--- config.mk ---
export PLATFORM = sky130hd
export DESIGN_NAME = mips_div
export DESIGN_NICKNAME = d
export VERILOG_FILES = /design/src/rtl/mips_div_pkg.sv /design/src/rtl/mips_div_step.sv /design/src/rtl/mips_div.sv
export SDC_FILE = /design/constraint.sdc
export NUM_CORES = 1
export LEC_CHECK = 0
export BUFFER_PORTS_ARGS = -buffer_cell sky130_fd_sc_hd__clkbuf_2
export CORE_ASPECT_RATIO = 0.75
export CORE_MARGIN = 4
export CORE_UTILIZATION = 50
export DETAILED_ROUTE_END_ITERATION = 16
export MAX_ROUTING_LAYER = met4
export PLACE_DENSITY = 0.83
export SLEW_MARGIN = 20
export SYNTH_ARGS = -nofsm -noshare
export SYNTH_HDL_FRONTEND = slang
export SYNTH_SLANG_ARGS = --single-unit
export TNS_END_PERCENT = 30
--- constraint.sdc ---
create_clock -name clk -period 2.8 [get_ports clk]
set_clock_uncertainty 0.1 [all_clocks]
set_input_delay 0.14 -clock clk [delete_from_list [all_inputs] [get_ports clk]]
set_output_delay 0.14 -clock clk [all_outputs]
set_load 0.03 [all_outputs]
--- src/rtl/mips_div_pkg.sv ---
// rtl/mips_div_pkg.sv - shared constants and state encodings for the MIPS divider
package mips_div_pkg;

  // Restoring steps for a full-width divide; also the default operand width.
  localparam int DIV_ITERS = 32;

  typedef enum logic [1:0] {
    S_IDLE = 2'd0,
    S_ITER = 2'd1,
    S_FIX  = 2'd2,
    S_DONE = 2'd3
  } div_state_e;

endpackage

--- src/rtl/mips_div_step.sv ---
// rtl/mips_div_step.sv - one combinational restoring-division step
module mips_div_step #(
  parameter int WIDTH = 32
) (
  input  logic [WIDTH-1:0] rem_i,
  input  logic [WIDTH-1:0] quo_i,
  input  logic [WIDTH-1:0] divisor_i,
  output logic [WIDTH-1:0] rem_o,
  output logic [WIDTH-1:0] quo_o
);

  // One extra bit holds the bit shifted out of rem, so the trial compare is exact.
  logic [WIDTH:0] shifted;
  logic [WIDTH:0] diff;

  // Shift {rem,quo} left, trial-subtract, keep on non-negative, otherwise restore.
  always_comb begin
    shifted = {rem_i, quo_i[WIDTH-1]};
    diff    = shifted - {1'b0, divisor_i};
    if (!diff[WIDTH]) begin
      rem_o = diff[WIDTH-1:0];
      quo_o = {quo_i[WIDTH-2:0], 1'b1};
    end else begin
      rem_o = shifted[WIDTH-1:0];
      quo_o = {quo_i[WIDTH-2:0], 1'b0};
    end
  end

endmodule

--- src/rtl/mips_div.sv ---
// rtl/mips_div.sv - multi-cycle MIPS DIV/DIVU unit with flush and sign fix-up
module mips_div
  import mips_div_pkg::*;
#(
  parameter int WIDTH = DIV_ITERS
) (
  input  logic             clk,
  input  logic             rst,
  input  logic             start,
  input  logic             div_signed,
  input  logic [WIDTH-1:0] dividend,
  input  logic [WIDTH-1:0] divisor,
  input  logic             flush,
  output logic             busy,
  output logic             done,
  output logic [WIDTH-1:0] quotient,
  output logic [WIDTH-1:0] remainder,
  output logic             div_by_zero
);

  localparam int CW = $clog2(WIDTH);

  div_state_e       state_q, state_d;
  logic [CW-1:0]    cnt_q, cnt_d;
  logic [WIDTH-1:0] rem_q, rem_d;
  logic [WIDTH-1:0] quo_q, quo_d;
  logic [WIDTH-1:0] dvs_q, dvs_d;
  logic             q_neg_q, q_neg_d;
  logic             r_neg_q, r_neg_d;
  logic             dbz_q, dbz_d;
  logic [WIDTH-1:0] quot_q, quot_d;
  logic [WIDTH-1:0] rmdr_q, rmdr_d;
  logic             dbz_out_q, dbz_out_d;

  logic             x_neg, y_neg;
  logic [WIDTH-1:0] x_mag, y_mag;
  logic [WIDTH-1:0] rem_nx, quo_nx;

  mips_div_step #(.WIDTH(WIDTH)) u_step (
    .rem_i     (rem_q),
    .quo_i     (quo_q),
    .divisor_i (dvs_q),
    .rem_o     (rem_nx),
    .quo_o     (quo_nx)
  );

  // Operand magnitudes; negatives only exist for signed divides.
  always_comb begin
    x_neg = div_signed & dividend[WIDTH-1];
    y_neg = div_signed & divisor[WIDTH-1];
    x_mag = x_neg ? (~dividend + 1'b1) : dividend;
    y_mag = y_neg ? (~divisor + 1'b1) : divisor;
  end

  // Next-state logic: accept, iterate, apply signs, present results; flush aborts.
  always_comb begin
    state_d   = state_q;
    cnt_d     = cnt_q;
    rem_d     = rem_q;
    quo_d     = quo_q;
    dvs_d     = dvs_q;
    q_neg_d   = q_neg_q;
    r_neg_d   = r_neg_q;
    dbz_d     = dbz_q;
    quot_d    = quot_q;
    rmdr_d    = rmdr_q;
    dbz_out_d = dbz_out_q;
    case (state_q)
      S_IDLE: begin
        if (start && !flush) begin
          state_d = S_ITER;
          cnt_d   = '0;
          rem_d   = '0;
          quo_d   = x_mag;
          dvs_d   = y_mag;
          r_neg_d = x_neg;
          dbz_d   = (divisor == '0);
          // A zero divisor leaves the all-ones quotient unsigned-looking.
          q_neg_d = (x_neg ^ y_neg) & (divisor != '0);
        end
      end
      S_ITER: begin
        if (flush) begin
          state_d = S_IDLE;
          cnt_d   = '0;
        end else begin
          rem_d = rem_nx;
          quo_d = quo_nx;
          if (cnt_q == CW'(WIDTH - 1)) begin
            state_d = S_FIX;
            cnt_d   = '0;
          end else begin
            cnt_d = cnt_q + 1'b1;
          end
        end
      end
      S_FIX: begin
        if (flush) begin
          state_d = S_IDLE;
        end else begin
          state_d   = S_DONE;
          quot_d    = q_neg_q ? (~quo_q + 1'b1) : quo_q;
          rmdr_d    = r_neg_q ? (~rem_q + 1'b1) : rem_q;
          dbz_out_d = dbz_q;
        end
      end
      S_DONE: begin
        state_d = S_IDLE;
      end
      default: begin
        state_d = S_IDLE;
      end
    endcase
  end

  // State and datapath registers with synchronous reset.
  always_ff @(posedge clk) begin
    if (rst) begin
      state_q   <= S_IDLE;
      cnt_q     <= '0;
      rem_q     <= '0;
      quo_q     <= '0;
      dvs_q     <= '0;
      q_neg_q   <= 1'b0;
      r_neg_q   <= 1'b0;
      dbz_q     <= 1'b0;
      quot_q    <= '0;
      rmdr_q    <= '0;
      dbz_out_q <= 1'b0;
    end else begin
      state_q   <= state_d;
      cnt_q     <= cnt_d;
      rem_q     <= rem_d;
      quo_q     <= quo_d;
      dvs_q     <= dvs_d;
      q_neg_q   <= q_neg_d;
      r_neg_q   <= r_neg_d;
      dbz_q     <= dbz_d;
      quot_q    <= quot_d;
      rmdr_q    <= rmdr_d;
      dbz_out_q <= dbz_out_d;
    end
  end

  // Status decoded straight from the state register.
  always_comb begin
    busy        = (state_q != S_IDLE);
    done        = (state_q == S_DONE);
    quotient    = quot_q;
    remainder   = rmdr_q;
    div_by_zero = dbz_out_q;
  end

endmodule

* After elaboration in Yosys (flattened, before gate mapping) *
Cells that the tools add are included.

storage, ports and cells
  input port bits = 69
  word-level logic and storage cells = 66
  output and inout bits = 67
  flip-flop bits (word level) = 171

operators by class
  add/subtract/negate cells = 6
  muxes and demuxes = 21
  equal/unequal tests = 7
  reductions and logical operators = 12
  bitwise logic cells = 9

operators with widths
  cell                   number
  $mux 32                9
  $add 32x1->32 const B  4
  $not 32->32            4
  $pmux 32 s2            2
  $sub 33x32->33         1
  $logic_not 32->1       1
  $reduce_bool 32->1     1
  $mux 5                 3
  $pmux 5 s2             1
  $mux 2                 4
  $pmux 2 s4             1
  $reduce_and 2->1       4
  $add 5x1->5 const B    1
  $eq 5x5->1 const B     1
  $eq 2x2->1 const B     2
  $ne 2x2->1 const B     2
  $reduce_bool 2->1      2
  $and 1x1->1            3
  $ne 3x3->1 const B     1
  $reduce_and 3->1       1
  $eq 2x1->1 const B     1
  $logic_not 2->1        1
  $logic_and 1x1->1      1
  $logic_not 1->1        1
  3 further kinds        3

* Logic depth before layout (Yosys ltp) *
Gate-level depths: netlist (run 1).

  depth after elaboration = 5
  depth in mapped cells = 14
  gate-level depth less buffers = 12

* Modules after synthesis *
A second synthesis (run 1) with hierarchy kept.

second synthesis, totals
  cell total of the unflattened synthesis = 1514
  area total of the unflattened synthesis = 11985.2 um^2

modules (own cells, without submodules)
  module         area each (um^2)  instances  sequential area each (um^2)  cells each
  mips_div       9394.0            1          3423.3                       1178
  mips_div_step  2591.2            1          0.0                          336

* Worst setup path before layout (run 1) *
Ideal clock, no wire load.

  path type = reg-to-reg
  from = register quo_q[31]
  to = register rem_q[26]
  stages on the path, launching flop included = 15
  setup time = 0.129 ns
  period minus slack after synthesis = 2.919 ns
  slack = -0.119 ns
  arrival = 2.690 ns
  path through = dfxtp_1 > inv_1 > ha_1 > fa_1 > nand2b_1 > a21o_1 > a211o_1 > nand3_1 > nand3_1 > a21oi_1 > nand3b_1 > buf_2 > buf_2 > mux2i_1 > o21ai_0

on the way
  longest elaborated chain between the ends = 4

RTL lines
  element                 line                 text
  start, declared         mips_div.sv:26       logic [WIDTH-1:0] quo_q, quo_d;
  start signal, assigned  mips_div.sv:134      quo_q <= quo_d;
  $sub 33x32->33          mips_div_step.sv:19  diff = shifted - {1'b0, divisor_i};
  $mux 32                 mips_div_step.sv:20  if (!diff[WIDTH]) begin
  $mux 32                 mips_div.sv:83       if (flush) begin
  $pmux 32 s2             mips_div.sv:68       case (state_q)
  end signal, assigned    mips_div.sv:133      rem_q <= rem_d;
  end, declared           mips_div.sv:25       logic [WIDTH-1:0] rem_q, rem_d;

Every way passes these cells. The select of a mux whose other input is x is not followed.
A chain may end at the register's enable or synchronous reset.

* Worst setup path after layout (run 1) *
  from = register dvs_q[18]
  to = register rem_q[25]

on the way
  longest elaborated chain between the ends = 4

RTL lines
  element                 line                 text
  start, declared         mips_div.sv:27       logic [WIDTH-1:0] dvs_q, dvs_d;
  start signal, assigned  mips_div.sv:135      dvs_q <= dvs_d;
  $sub 33x32->33          mips_div_step.sv:19
  $mux 32                 mips_div_step.sv:20
  $mux 32                 mips_div.sv:83
  $pmux 32 s2             mips_div.sv:68

Every way passes these cells. The select of a mux whose other input is x is not followed.

==> results of run 1 <==
-- area by class of cell --
type                       count  area (um^2)  area share, %
inverter                      56          210           1.51
clock inverter                14          148           1.06
timing repair buffer         289         2000           14.4
tap                          288          360           2.58
sequential                   171         3450           24.7
multi-input combinational   1091         7340           52.6
clock buffer                  18          439           3.15
-- placed cells by master, fill, tap and decap left out, types with 6 or more instances in the layout --
master	instances
or3_1	15
and3_1	14
clkbuf_16	17
o31ai_1	22
a21o_1	14
inv_1	51
ha_1	27
o41ai_1	10
and2_1	8
nor2_1	166
xnor2_1	54
dlygate4sd3_1	22
inv_6	6
dfxtp_1	155
buf_4	123
ha_4	9
or4_1	8
clkbuf_2	134
nand3_1	24
o21ai_1	29
nor2b_1	8
a31oi_1	11
nand2b_1	8
nand2_1	133
o21ai_0	60
nand4_1	6
a21oi_1	106
a211oi_1	96
mux2i_1	27
nor3_1	19
xor2_1	79
dfxtp_2	14
a21oi_2	7
nor4_1	10
o211ai_1	10
-- cell families after synthesis --
| kind of cell | count (synthesis) |
|---|---|
| mux | 32 |
| simple gates | 471 |
| compound gates | 415 |
| buf+inv | 143 |
| fa+ha+maj | 39 |
| xor+xnor | 134 |
| flops | 171 |
-- power breakdown --
part | internal, uW | switching, uW | leakage [uW]
combinational | 562 | 772 | 0.00393
sequential | 2500 | 70.0 | 0.00140
clock | 1290 | 1130 | 0.000289
total | 4350 | 1970 | 0.00561
-- metrics by stage --
| step | power [uW] | instances | area [um^2] | utilization (%) | hold WS, ns |
|---|---|---|---|---|---|
| floorplan | 3390 | 1405 | 11100 | - | 0.176 |
| global placement | 3790 | 1861 | 12700 | 59.5 | 0.332 |
| detailed placement | 3810 | 1861 | 12700 | 59.5 | 0.338 |
| CTS | 6240 | 1924 | 13700 | 64.0 | 0.000824 |
| global route | 6540 | 1927 | 13900 | 65.3 | 0.0331 |
| finish | 6320 | 1927 | 13900 | 65.3 | 0.0203 |
-- flip-flops by register name (all words and copies together) (netlist names), 2 cells and up --
signal	count
dvs_q	32
quo_q	32
quotient	32
rem_q	32
remainder	32
cnt_q	5
state_q	2
-- timing repair --
item,CTS,global route
pin swaps,10,22
buffers inserted,7,3
hold endpoints to repair,24,0
setup endpoints to repair,36,49
gates resized for setup,36,64
hold buffers,22,0
cloned,2,0
-- layer usage --
layer / vias up / part of all wire [%]
li1: 5491 / -
met1: 5267 / 49
met2: 468 / 39
met3: 37 / 11
met4: 0 / 1.1
met5: - / 0
-- synthesized netlist by cell type, types with 3 or more instances --
cell      count
a22o_1        3
or4_1         9
and2_1        8
inv_1        56
a31oi_1      12
a221oi_1      5
nand4_1       6
o211ai_1     10
a21o_1       14
or4_4         3
xor2_1       79
buf_4         3
nor3b_1       6
nor2_1      168
o21ai_0      87
nand3_1      28
o21a_1        5
and3_1       14
dfxtp_1     171
o41ai_1      11
clkbuf_1     72
nor4_1       11
a211oi_1     97
buf_1         5
o21ai_1       3
nor3_1       22
or2_1         3
a21oi_1     113
a311oi_1      5
and4_1        3
mux2i_1      31
o21bai_1      3
ha_1         38
nand2_1     133
or2_2         3
nand3b_1      4
nand2b_1     10
o31ai_1      23
nor4_2        3
buf_2         5
xnor2_1      55
or3_1        16
nor2b_1      10
-- worst reg2reg max path, cell delays in order, from the launching register on --
cell	delay (ns)
dfxtp_2	0.35
inv_2	0.05
ha_4	0.21
a21o_1	0.16
a21o_1	0.19
or4b_1	0.54
or3_4	0.44
a31oi_4	0.18
o211ai_1	0.11
xor2_1	0.29
mux2i_1	0.12
o21ai_1	0.14
-- how the worst max path moves through the flow --
| stage | startpoint | endpoint | slack (ns) |
|---|---|---|---|
| 2_1_floorplan | quo_q[31]$_SDFFE_PP0P_ | rem_q[5]$_SDFFE_PP0P_ | -0.004 |
| 6_report | dvs_q[18]$_SDFFE_PP0P_ | rem_q[25]$_SDFFE_PP0P_ | -0.17 |
| 3_5_place_dp | quo_q[31]$_SDFFE_PP0P_ | rem_q[23]$_SDFFE_PP0P_ | -0.21 |
| 5_1_grt | rem_q[17]$_SDFFE_PP0P_ | rem_q[25]$_SDFFE_PP0P_ | -0.22 |
| 3_3_place_gp | rem_q[22]$_SDFFE_PP0P_ | rem_q[12]$_SDFFE_PP0P_ | -0.06 |
| 4_1_cts | quo_q[31]$_SDFFE_PP0P_ | rem_q[31]$_SDFFE_PP0P_ | -0.08 |
==> out/metrics.cfg, run 1 <==
[outcome]
outcome = finished, violations left
violations = setup timing

[setup_path]
cpMaxStageDelayCell = or4b_1
critPathMaxStageDelay_ns = 0.54
cp_cell_sequence = inv_2, ha_4, a21o_1, a21o_1, or4b_1, or3_4, a31oi_4, o211ai_1, xor2_1, mux2i_1, o21ai_1
critPathKind = reg -> reg
path_max_fanout = 3
cp.arrival_ns = 3.22
path_depth = 11
path_buf_inv = 1
cp_common_cell = a21o_1
r2r_cells = 11
r2r_start = dvs_q[18]$_SDFFE_PP0P_
ff2ff_setup_slack_ns = -0.17
r2r_end = rem_q[25]$_SDFFE_PP0P_
required_ns = 3.05
critPathLaunchType = flip-flop
end_kind = flip-flop
critPathTopFamily = simple AND/OR/NAND/NOR gates

[timing]
setup_viol = 19
worst-slew-pin-transition_ns = 1.00
rsz0062_at_grt = true
finalCriticalPeriod_ns = 2.97
hold_viol = 0
maxSlewViolCount = 0
max_slew_margin_pct = 33.2
layout_setup_ws_ns = -0.168
min_period_over_period_pct = 106
max_freq_mhz = 337
finalSetupTns_ns = -0.941

[synth]
synth_nets = 1513
synth_top_family_by_area = compound AO/OA/AOI/OAI gates
async_reset_ff_share_pct = 0
synthAdderAreaFrac_pct = 4.51
muxShareOfSynthArea_pct = 2.93
synth_compound_area_share_pct = 24.8
netlist_top_cells_area = dfxtp_1 (31%), a211oi_1 (6.6%), xor2_1 (6.3%), nor2_1 (5.7%), a21oi_1 (5.1%)
ys_seq_area_share_pct = 31.2
synth-xor-area-share_pct = 10.7
synth_edf_count = 0
synth_warnings = 0
ys.flop_type = dfxtp_1
synthesis.area_um2 = 11000
synth_cell_types = 75
ys_ff_latch = 171
yosys.area_share.simple_pct = 20.7
yosys.area.top_type = dfxtp_1
netlist_instances = 1405
synth_top_area_share_pct = 31.2
avgSynthCellArea_um2 = 7.82

[floorplanning]
rows = 46
die_w_um = 179
boundaryPins = 136
coreArea_um2 = 21400
die_y_um = 136
floorplan.initialDensity_pct = 51.4
die_area_um2 = 24400

[run]
maxCapViolations = 0

[grt]
antenna_found_initial = 0
use_met2_pct = 36.0
grtUsageMet1_pct = 43.1
grt_pass1_vias = 9911
grtUsageMet3_pct = 7.34
grt.busiest_layer = met1
grt_use_total_pct = 27.8
grt_max_degree = 72
overflow = 0
grt_pass1_wl_um = 52600

[cts]
clk_latency_ns = 0.44
cts-buffers-inserted = 17
cts_htree_levels = 4
cts_tree = yes
cts_buffer_depth = 2
clk_pin_slew_ns = 0.07
root_buffer = clkbuf_16
clkSinkCount = 171

[routing]
wl_per_cell_um = 17.8
wl_um = 34400
via_count = 11300
post-route-drc-count = 0
drt-pass1-iter-count = 5
via_per_inst = 5.84
drtAntennaViolNets = 0
drt-initial-drc-count = 1212

[hold_path]
hp-class = in -> reg
hold_end = dvs_q[28]$_SDFFE_PP0P_
min-delay-start = divisor[28]
min_path_cells = 3

[power_and_ir_drop]
p_per_area_nw_per_um2 = 453
vdd_drop_max_mv = 0.445
power.leakage_uw = 0.00561

[place]
dpl.hpwl_um = 25400
gp_congestion = 0.952
pre_cts_slack_ns = -0.215
portBuffers = 135

[final_layout]
nNetsFinal = 1734
fillers = 1732
antennaDiodeCount = 0
area_growth_pct = 27.0
drive_gt1_share_pct = 24.2

Note: power is estimated with default switching activity, not from simulation.
==> run 2, diff against run 1 <==
ABC_AREA = 1   (was not set)
PLACE_DENSITY = 0.82   (was 0.83)
==> run 2 against run 1 <==
Net effect: the flow now finishes without violations; synthesized cell count grew 52%; setup slack gained 0.38 ns; die area grew 15%; cell count grew 36%; final area grew 5.9%; critical path type unchanged; largest power group unchanged.
==> out/metrics.cfg, run 2 <==
[place]
portBuffers = 135
dpl.hpwl_um = 32500
gp_congestion = 1.02

[routing]
post-route-drc-count = 0
drtAntennaViolNets = 0
drt-pass1-iter-count = 6
via_per_inst = 5.53
drt-initial-drc-count = 1486
via_count = 14500
wl_per_cell_um = 16.1
wl_um = 42200

[setup_path]
required_ns = 2.99
r2r_cells = 16
critPathKind = reg -> reg
cp.arrival_ns = 2.78
critPathLaunchType = flip-flop
path_max_fanout = 21
crit_start = quo_q[31]$_SDFFE_PP0P_
r2r_start = quo_q[31]$_SDFFE_PP0P_
end_kind = flip-flop
ff2ff_setup_slack_ns = 0.22

[cts]
clk_latency_ns = 0.44
clkSinkCount = 171
cts_tree = yes
post_cts_buffers = 0
cts_htree_levels = 4
cts-buffers-inserted = 17
root_buffer = clkbuf_16
cts_buffer_depth = 2
clk_pin_slew_ns = 0.06

[timing]
max_freq_mhz = 387
setup_viol = 0
finalCriticalPeriod_ns = 2.58
finalSetupTns_ns = 0
hold_viol = 0
worst-slew-pin-transition_ns = 0.831
maxSlewViolCount = 0
rsz0062_at_grt = false
max_slew_margin_pct = 44.6
min_period_over_period_pct = 92.3

[hold_path]
min-delay-start = divisor[3]
min_path_cells = 5
hp-class = in -> reg

[synth]
synthesis.area_um2 = 12700
synth_edf_count = 0
synth_top_area_share_pct = 26.9
avgSynthCellArea_um2 = 5.97
yosys.area.top_type = dfxtp_1
ys.flop_type = dfxtp_1
netlist_instances = 2134
synth_cell_types = 46
synth_common_cells = nand2_1 (576), inv_1 (341), a21oi_1 (187), dfxtp_1 (171), nand3_1 (168)
netlist_top_cells_area = dfxtp_1 (27%), nand2_1 (17%), inv_1 (10%), a21oi_1 (7.3%), nand3_1 (6.6%)
synth_warnings = 0
ys_ff_latch = 171
synth_nets = 2242
synth_most_common_cell = nand2_1
ys_seq_area_share_pct = 26.9
async_reset_ff_share_pct = 0

[floorplanning]
rows = 50
boundaryPins = 136
die_area_um2 = 28100
floorplan.initialDensity_pct = 50.9
coreArea_um2 = 25000
die_w_um = 192
die_y_um = 146

[outcome]
outcome = finished, final reports clean

[final_layout]
area_growth_pct = 15.9
final_common_cell = nand2_1
drive_gt1_share_pct = 10.5
nNetsFinal = 2384
final_cell_mix = nand2_1 (575), inv_1 (339), a21oi_1 (187)
utilization_pct = 59.0

[grt]
grt_pass1_wl_um = 66400
grt_max_degree = 113
grt_use_total_pct = 30.1
overflow = 0
antenna_found_initial = 1
grt_pass1_vias = 12900

[power_and_ir_drop]
vdd_drop_max_mv = 0.454
power.leakage_uw = 0.00761
p_per_area_nw_per_um2 = 480
total_power_uw = 7080

[run]
maxCapViolations = 0

[run 2: cell types whose count changed in the layout (fill, tap and decap cells not counted), moves of 27 or more]
cell	previous run	this run
nand3_1	24	168
a21oi_1	106	187
o21ai_0	60	144
xnor2_1	54	11
inv_1	51	339
nand2_1	133	575
mux2i_1	27	0
buf_4	123	24
xor2_1	79	47
a211oi_1	96	2
[run 2: layout make-up]
cell class / instances / area [um^2]
diodes: 1 / 2.50
clock buffers: 23 / 478
clock inverters: 9 / 113
fillers: 2438 / 10300
inverters: 351 / 1320
multi-input cells: 1529 / 7650
flip-flops and latches: 171 / 3420
well taps: 338 / 423
repair buffers: 206 / 1360
[run 2: kinds of logic (layout without fill, tap and decap cells)]
kind of cell,Yosys count,in the layout,share of synthesized area (%)
XOR/XNOR,58,58,3.99
other,0,1,0
buffers and inverters,434,589,13.3
AND/OR/NAND/NOR,1017,1017,33.9
AO/OA/AOI/OAI,415,415,18.1
flip-flops,171,171,26.9
adder cells (fa/ha/maj),39,39,3.89
[run 2: routing by layer]
layer  wire (um)  track usage, %  vias to the layer above
li1            -               -                     7134
met1       19400            44.1                     6606
met2       17600            42.4                      723
met3        4290            5.93                       73
met4         991            7.70                        0
met5           0               -                        -
[run 2: per-stage QoR]
stage	area (um^2)	cells	setup WS, ns	hold WS [ns]
finish	14800	2628	0.215	0.0204
global route	14800	2628	0.00566	0.0337
CTS	14800	2627	0.0969	0.00610
detailed placement	13700	2552	0.110	0.352
global placement	13700	2552	0.260	0.340
floorplan	12700	2134	0.509	0.198
[run 2: final timing paths]
check / endpoint
worst max-delay path: rem_q[27]$_SDFFE_PP0P_
worst min register to register: cnt_q[4]$_SDFFE_PP0P_
worst max register to register: rem_q[27]$_SDFFE_PP0P_
worst min-delay path: dvs_q[3]$_SDFFE_PP0P_
[run 2: timing repair]
item,in CTS,in global routing
hold endpoints to repair,44,0
endpoints found under the setup margin,0,32
resized for setup,0,4
hold buffers,43,0
[run 2: report_power, final]
| group | total (uW) | switching [uW] | internal (uW) |
|---|---|---|---|
| Clock | 2410 | 1020 | 1390 |
| Sequential | 2680 | 125 | 2560 |
| Combinational | 1990 | 1360 | 628 |
[run 2: worst max-delay path, stage by stage (launching register included)]
cell     delay [ns]
dfxtp_1        0.37
inv_1          0.08
ha_1           0.23
fa_1           0.42
inv_2          0.10
nand2_1        0.05
nand2_1        0.07
nand3_1        0.08
nand2_2        0.12
nand2_2        0.07
nand2_2        0.08
nand2_4        0.07
nand3_2        0.16
buf_12         0.18
nand3_1        0.09
nand3_1        0.09
a21oi_1        0.07
